## src/rtl/yolo_pkg.sv

```systemverilog
// Shared definitions for the YOLO streaming datapath: the FP16 word type and
// the two-state handshake FSM encoding reused by the streaming stages.
package yolo_pkg;

   localparam int DATA_WIDTH = 16;

   typedef logic [15:0] fp16_t;

   // FILL: accepting stream words; HOLD: presenting a complete frame downstream.
   typedef enum logic [0:0] {
      FILL = 1'b0,
      HOLD = 1'b1
   } ld_state_t;

endpackage : yolo_pkg

```

## src/rtl/fmap_slot_reg.sv

```systemverilog
// One word slot of the feature-map buffer: a write-enabled register with a
// synchronous active-high reset.
module fmap_slot_reg #(
   parameter int DATA_WIDTH = 16
) (
   input  logic                  clk,
   input  logic                  reset,
   input  logic                  we,
   input  logic [DATA_WIDTH-1:0] d,
   output logic [DATA_WIDTH-1:0] q
);

   // Capture the incoming word when this slot is addressed.
   always_ff @(posedge clk) begin
      // NOTE: the buffer is reset because the frame output must read zero after
      // reset; a buffer with no such visible reset value could skip it.
      if (reset) begin
         q <= '0;
      end else if (we) begin
         q <= d;
      end
   end

endmodule : fmap_slot_reg

```

## src/rtl/fmap_loader.sv

```systemverilog
// fmap_loader: collects a serial FP16 stream into one flat D*H*W frame for
// CSP1_3 and holds it until the consumer acknowledges it.
// Build option: define FMAP_LOADER_LAST_CHECK_EN to flag in_last framing
// errors on err; otherwise in_last is ignored and err stays low.
module fmap_loader #(
   parameter int DATA_WIDTH = 16,
   parameter int D          = 3,
   parameter int H          = 4,
   parameter int W          = 4
) (
   input  logic                              clk,
   input  logic                              reset,
   input  logic [DATA_WIDTH-1:0]             in_data,
   input  logic                              in_valid,
   output logic                              in_ready,
   input  logic                              in_last,
   output logic [D*H*W*DATA_WIDTH-1:0]       fmap_out,
   output logic                              fmap_valid,
   input  logic                              fmap_ack,
   output logic [$clog2(D*H*W+1)-1:0]        fill_cnt,
   output logic                              err
);

   import yolo_pkg::*;

   localparam int N  = D * H * W;
   localparam int CW = $clog2(N + 1);

   ld_state_t     state_q, state_n;
   logic [CW-1:0] cnt_q, cnt_n;
   logic          valid_q, valid_n;
   logic          err_q, err_n;
   logic          xfer;
   logic          last_slot;

   // Words are only taken while filling, so ready is a pure decode of state.
   assign in_ready  = (state_q == FILL);
   assign xfer      = in_valid && in_ready;
   assign last_slot = (cnt_q == CW'(N - 1));

   // Buffer: slot k is written by the k-th transfer of the frame; slots are
   // never cleared on ack, only overwritten by the next frame.
   for (genvar k = 0; k < N; k++) begin : g_slot
      fmap_slot_reg #(
         .DATA_WIDTH(DATA_WIDTH)
      ) u_slot (
         .clk  (clk),
         .reset(reset),
         .we   (xfer && (cnt_q == CW'(k))),
         .d    (in_data),
         .q    (fmap_out[k*DATA_WIDTH +: DATA_WIDTH])
      );
   end

   // Next-state, counter and frame-valid decode.
   always_comb begin
      // NOTE: every output of this block gets a default first so no path can
      // leave one unassigned and infer a latch.
      state_n = state_q;
      cnt_n   = cnt_q;
      valid_n = valid_q;
      unique case (state_q)
         FILL: begin
            if (xfer) begin
               cnt_n = cnt_q + 1'b1;
               if (last_slot) begin
                  state_n = HOLD;
                  valid_n = 1'b1;
               end
            end
         end
         HOLD: begin
            if (fmap_ack) begin
               state_n = FILL;
               valid_n = 1'b0;
               cnt_n   = '0;
            end
         end
         default: begin
            state_n = FILL;
            valid_n = 1'b0;
            cnt_n   = '0;
         end
      endcase
   end

`ifdef FMAP_LOADER_LAST_CHECK_EN
   // Framing check: in_last must mark exactly the word that fills slot N-1.
   // Completion still follows the count; in_last never resynchronises.
   always_comb begin
      err_n = xfer && (in_last != last_slot);
   end
`else
   // Framing check disabled: in_last is ignored and err never fires.
   logic unused_in_last;
   assign unused_in_last = in_last;
   always_comb begin
      err_n = 1'b0;
   end
`endif

   // State, counter and flag registers; reset wins over transfer and ack.
   always_ff @(posedge clk) begin
      // NOTE: sequential state uses non-blocking assignments so every register
      // samples the pre-edge values regardless of statement order.
      if (reset) begin
         state_q <= FILL;
         cnt_q   <= '0;
         valid_q <= 1'b0;
         err_q   <= 1'b0;
      end else begin
         state_q <= state_n;
         cnt_q   <= cnt_n;
         valid_q <= valid_n;
         err_q   <= err_n;
      end
   end

   assign fmap_valid = valid_q;
   assign fill_cnt   = cnt_q;
   assign err        = err_q;

endmodule : fmap_loader

```

## config.mk

```make
export PLATFORM = sky130hd
export DESIGN_NAME = fmap_loader
export DESIGN_NICKNAME = d
export VERILOG_FILES = /design/src/rtl/yolo_pkg.sv /design/src/rtl/fmap_slot_reg.sv /design/src/rtl/fmap_loader.sv
export SDC_FILE = /design/constraint.sdc
export NUM_CORES = 2
export LEC_CHECK = 0
export ABC_CLOCK_PERIOD_IN_PS = 5000
export BUFFER_PORTS_ARGS = -buffer_cell sky130_fd_sc_hd__buf_4
export CAP_MARGIN = 20
export CORE_AREA = 2 2 307 309
export CTS_BUF_LIST = sky130_fd_sc_hd__clkbuf_8
export CTS_CLUSTER_SIZE = 24
export DETAILED_ROUTE_END_ITERATION = 8
export DIE_AREA = 0 0 309 311
export PLACE_DENSITY = 0.51
export SLEW_MARGIN = 15
export SYNTH_ARGS = -nofsm -noshare
export SYNTH_HDL_FRONTEND = slang
export SYNTH_SLANG_ARGS = --single-unit
```

## constraint.sdc

```tcl
create_clock -name clk -period 5 [get_ports clk]
set_input_delay 1 -clock clk [delete_from_list [all_inputs] [get_ports clk]]
set_output_delay 1 -clock clk [all_outputs]
set_load 0.005 [all_outputs]
```

* Yosys cells after proc, flatten, opt, wreduce, memory -nomap -nowiden *
Cells that the tools add are included.

storage, ports and cells
  bits in registers = 776
  word-level logic and storage cells = 166

operators by class
  reductions and logical operators = 52
  $add $sub $neg = 1
  bitwise operators = 1
  muxes and demuxes = 11
  equality and inequality tests = 50

operators by type and width
  cell                 number
  $eq 6x5->1 const B   16
  $eq 6x6->1 const B   16
  $logic_and 1x1->1    49
  $eq 6x4->1 const B   8
  $eq 6x3->1 const B   4
  $eq 6x2->1 const B   2
  $mux 6               2
  $pmux 6 s2           1
  $add 6x1->6 const B  1
  $eq 6x1->1 const B   1
  $logic_not 6->1      1
  $mux 1               6
  $ne 2x1->1 const B   2
  $pmux 1 s2           2
  $reduce_and 3->1     1
  $ne 2x2->1 const B   1
  $reduce_and 2->1     1
  $not 1->1            1

* Longest topological paths before layout *
  word-level depth = 4
  depth in mapped cells = 7

* Modules after synthesis *
Synthesis repeated with hierarchy kept, for this count alone.

unflattened totals
  cell total of the unflattened synthesis = 2626
  area total of the unflattened synthesis = 28628.7 sq um

by module, submodules not included
  module         times used  area each (sq um)  cells an instance
  fmap_slot_reg  48          580.6              52
  fmap_loader    1           762.0              130

* Least setup slack after synthesis *
Ideal clock, no wire load.

  kind = input to register
  start point = input port reset
  end point = register g_slot[10].u_slot.q[10]
  arrival time = 2.184 ns
  setup time = 0.132 ns
  setup slack = 2.684 ns
  stages = 6
  cell sequence = clkbuf_1 -> clkbuf_1 -> nand2b_1 -> clkbuf_1 -> buf_1 -> mux2i_1

RTL lines
  element               line                 text
  start, declared       fmap_loader.sv:12    input logic reset,
  end signal, assigned  fmap_slot_reg.sv:18  q <= '0;
  end signal, assigned  fmap_slot_reg.sv:20  q <= d;
  end, declared         fmap_slot_reg.sv:10  output logic [DATA_WIDTH-1:0] q

* Worst setup path in the final report *
  start point = register cnt_q[2], in the netlist fill_cnt[2]
  end point = register g_slot[47].u_slot.q[10]

between the ends
  longest elaborated chain between the ends = 2

ends and longest elaborated chain
  element                 line                 text
  start, declared         fmap_loader.sv:30    logic [CW-1:0] cnt_q, cnt_n;
  start signal, assigned  fmap_loader.sv:113   cnt_q <= cnt_n;
  $eq 6x6->1              fmap_loader.sv:49    .we (xfer && (cnt_q == CW'(k))),
  $logic_and 1x1->1       fmap_loader.sv:49
  end signal, assigned    fmap_slot_reg.sv:18
  end signal, assigned    fmap_slot_reg.sv:20
  end, declared           fmap_slot_reg.sv:10

No other way between the ends.
A chain may end at the register's enable or synchronous reset.

==> flow_summary.yaml <==
clock_network:
  deepest_level_of_the_cts_h_tree: 4
  cts.reportedPaths.clkPinSlew_ns: 0.05
  max-clock-path-buffers: 3
  cts.sink_count: 776
  cts_resized: 0
  post_cts_hold_buffer_count: 0
  root_buffer: "sky130_fd_sc_hd__clkbuf_8"
  cts_made_buffers: 144
  cts.repair_timing.setup_buffer_count: 0
  tritoncts: "built"
  clk_latency_ns: 0.78
floorplanning:
  placementRows: 112
  floorplan.die.width_um: 309
  initial_utilization_pct: 32.5
  design.core.area_um2: 92800
  ios: 798
  fp.dieArea_um2: 96100
  die_height_um: 311
logic_synthesis:
  yosys.cell_types.count: 32
  netlist_instances: 2664
  number_of_enable_type_register_cells_in_the_synthesized_netlist: 0
  yosysWarningCount: 0
  post_synth.cell_area_avg_um2: 11.3
  yosys_most_used_dff: "sky130_fd_sc_hd__dfxtp_1"
  synth_area_um2: 30200
  ys_async_sr_fraction_pct: 0
  syn_nets: 2689
  synth.ff_latch_count: 776
  fraction_of_the_yosys_area_taken_by_sequential_cells_pct: 51.5
final_layout:
  layout_commonest_cell: "sky130_fd_sc_hd__buf_4"
  instances_no_fill: 4748
  layout.nets: 3413
  post_route_cells_drive_above_1_share_pct: 31.0
  layout.cells.most_common_list: "sky130_fd_sc_hd__buf_4, sky130_fd_sc_hd__dfxtp_1, sky130_fd_sc_hd__nand2b_1"
  regArea_um2: 15500
  multi_input_comb_area_um2: 13600
  syn2layout_area_growth_pct: 31.4
  n_fill_cell: 8946
critical_path:
  critical_path.startpoint_type: "flip-flop"
  worstPathRequired_ns: 5.62
  setup.worst_path.class: "reg -> reg"
  worstRegToRegCells: 4
  critical_path.max_fanout: 15
  crit_path_end_kind: "flip-flop"
  cp-startpoint: "fill_cnt[2]$_SDFFE_PP0P_"
  critPathArrivalTime_ns: 3.45
  critical_path.reg2reg.startpoint: "fill_cnt[2]$_SDFFE_PP0P_"
power:
  switching_share_pct: 24.5
  internal-power_mw: 9.58
  comb_power_share_pct: 4.3
  clkPwrFrac_pct: 46.6
  cellPowerDensity_nw_per_um2: 320
  power_frac_seq_pct: 49.0
  power.static_leakage_nw: 21.0
  power.ir.vdd_worst_mv: 0.205
  switching_power_summed_over_all_nets_mw: 3.11
timing:
  min_period_over_period_pct: 56.6
  timing.fmax_ghz: 0.353
  timing.final.hold_violations: 0
  grt_setup_unrepaired: "false"
  finalSetupTns_ns: 0
  finalSetupViolCount: 0
  min_period_ns: 2.83
  timing_max_transition_violations_final: 0
  skew_ns: 0.0243
  worst_slew_margin_rel_pct: 22.5
  max_slew.worst_pin.slew_ns: 1.16
worst_hold_path:
  timing.hold.worst.start: "g_slot[8].u_slot.q[2]$_SDFFE_PP0P_"
  worst_hold_path_type: "reg -> reg"
  hold-path-cell-count: 2
detailed_routing:
  vias_per_cell: 4.61
  drt_drc_violations_left: 0
  vias: 21900
  drt_iter0_markers: 1157
  route.final.wire_length_mm: 115
  first_pass_iters: 5
  routedWlPerCell_um: 24.3
  detail-route-antenna-nets: 0
placement:
  final_wtd_congestion: 0.797
  detailed_place_hpwl_mm: 73.2
  number_of_buffers_inserted_by_port_buffering: 795
  post-place-cells: 4494
grt:
  global_route_wire_length_before_repair_mm: 163
  grt_usage_pct: 23.3
  grt.overflow.total: 0
  grt_antenna_before_repair: 6
  grt_max_degree: 184
  first_global_vias: 22600
outcome:
  outcome: "complete, no violations"
job:
  cap_viol_max_count: 0
[cells by family after synthesis]
logic type | count (synthesis) | synth area share [%]
mux | 769 | 25.5
fa+ha+maj | 4 | 0.166
simple gates | 860 | 18.6
flops | 776 | 51.5
buf+inv | 242 | 3.96
compound gates | 12 | 0.265
other cells | 1 | 0.0124
[synthesized netlist by cell type, types with 3 or more instances]
master	instances	area (um2)
sky130_fd_sc_hd__a21oi_1	5	25.0
sky130_fd_sc_hd__buf_1	10	37.5
sky130_fd_sc_hd__buf_2	18	90.1
sky130_fd_sc_hd__buf_4	32	240
sky130_fd_sc_hd__buf_6	17	191
sky130_fd_sc_hd__clkbuf_1	160	601
sky130_fd_sc_hd__dfxtp_1	776	15500
sky130_fd_sc_hd__ha_1	4	50.1
sky130_fd_sc_hd__inv_1	4	15.0
sky130_fd_sc_hd__mux2i_1	769	7700
sky130_fd_sc_hd__nand2_1	3	11.3
sky130_fd_sc_hd__nand2b_1	788	4930
sky130_fd_sc_hd__nand3_2	36	360
sky130_fd_sc_hd__nand3_4	9	158
sky130_fd_sc_hd__nor2_1	8	30.0
sky130_fd_sc_hd__nor2b_1	4	25.0
[worst paths after layout]
| path | endpoint | slack [ns] |
|---|---|---|
| max | g_slot[47].u_slot.q[10]$_SDFFE_PP0P_ | 2.17 |
| min | g_slot[8].u_slot.q[2]$_SDFFE_PP0P_ | 0.47 |
| max reg2reg | g_slot[47].u_slot.q[10]$_SDFFE_PP0P_ | 2.17 |
| min reg2reg | g_slot[8].u_slot.q[2]$_SDFFE_PP0P_ | 0.47 |
[through the flow]
step           setup slack [ns]  utilization (%)  area [um2]  total power, mW  hold WS (ns)
5_1_grt                    1.99             42.8       39700             13.2         0.475
4_1_cts                    1.98             42.7       39600             12.9         0.410
6_report                   2.17             42.8       39700             12.7         0.471
3_5_place_dp               1.75             39.7       36900             6.91         0.462
3_3_place_gp               1.80             39.7       36900             6.90         0.462
2_1_floorplan              2.68                -       30200             6.66         0.465
[sequential cells by signal (all words and copies together), names as in the netlist]
register / count
fill_cnt: 6
state_q: 1
g_slot.u_slot.q: 768
fmap_valid: 1
[power groups by stage]
stage | sequential [mW] | clock [mW] | combinational [mW]
finish | 6.22 | 5.92 | 0.551
global route | 6.22 | 6.38 | 0.575
CTS | 6.22 | 6.12 | 0.558
detailed placement | 6.35 | 0 | 0.559
global placement | 6.35 | 0 | 0.548
floorplan | 6.35 | 0 | 0.308
[layout make-up]
class | instances | share of cell area (%)
repair buffers | 816 | 15.7
multi-input cells | 1646 | 34.2
diodes | 5 | 0.0315
clock buffers | 170 | 5.90
inverters | 4 | 0.0378
well taps | 1254 | 3.95
clock inverters | 77 | 1.06
flip-flops and latches | 776 | 39.1
[worst max-delay path, stage by stage (launching register included)]
cell and delay (ns):
sky130_fd_sc_hd__dfxtp_1 0.58, sky130_fd_sc_hd__and2_1 0.83, sky130_fd_sc_hd__nand4b_1 0.67, sky130_fd_sc_hd__buf_4 0.43, sky130_fd_sc_hd__mux2i_1 0.14
[per-layer routing]
layer / up-vias / GRT usage (%) / wire length (um)
li1: 10200 / - / -
met1: 10700 / 26.9 / 46800
met2: 724 / 38.1 / 54100
met3: 216 / 8.31 / 9100
met4: 2 / 10.9 / 5120
met5: - / 0 / 13
Power figures use the tool's default switching activity.
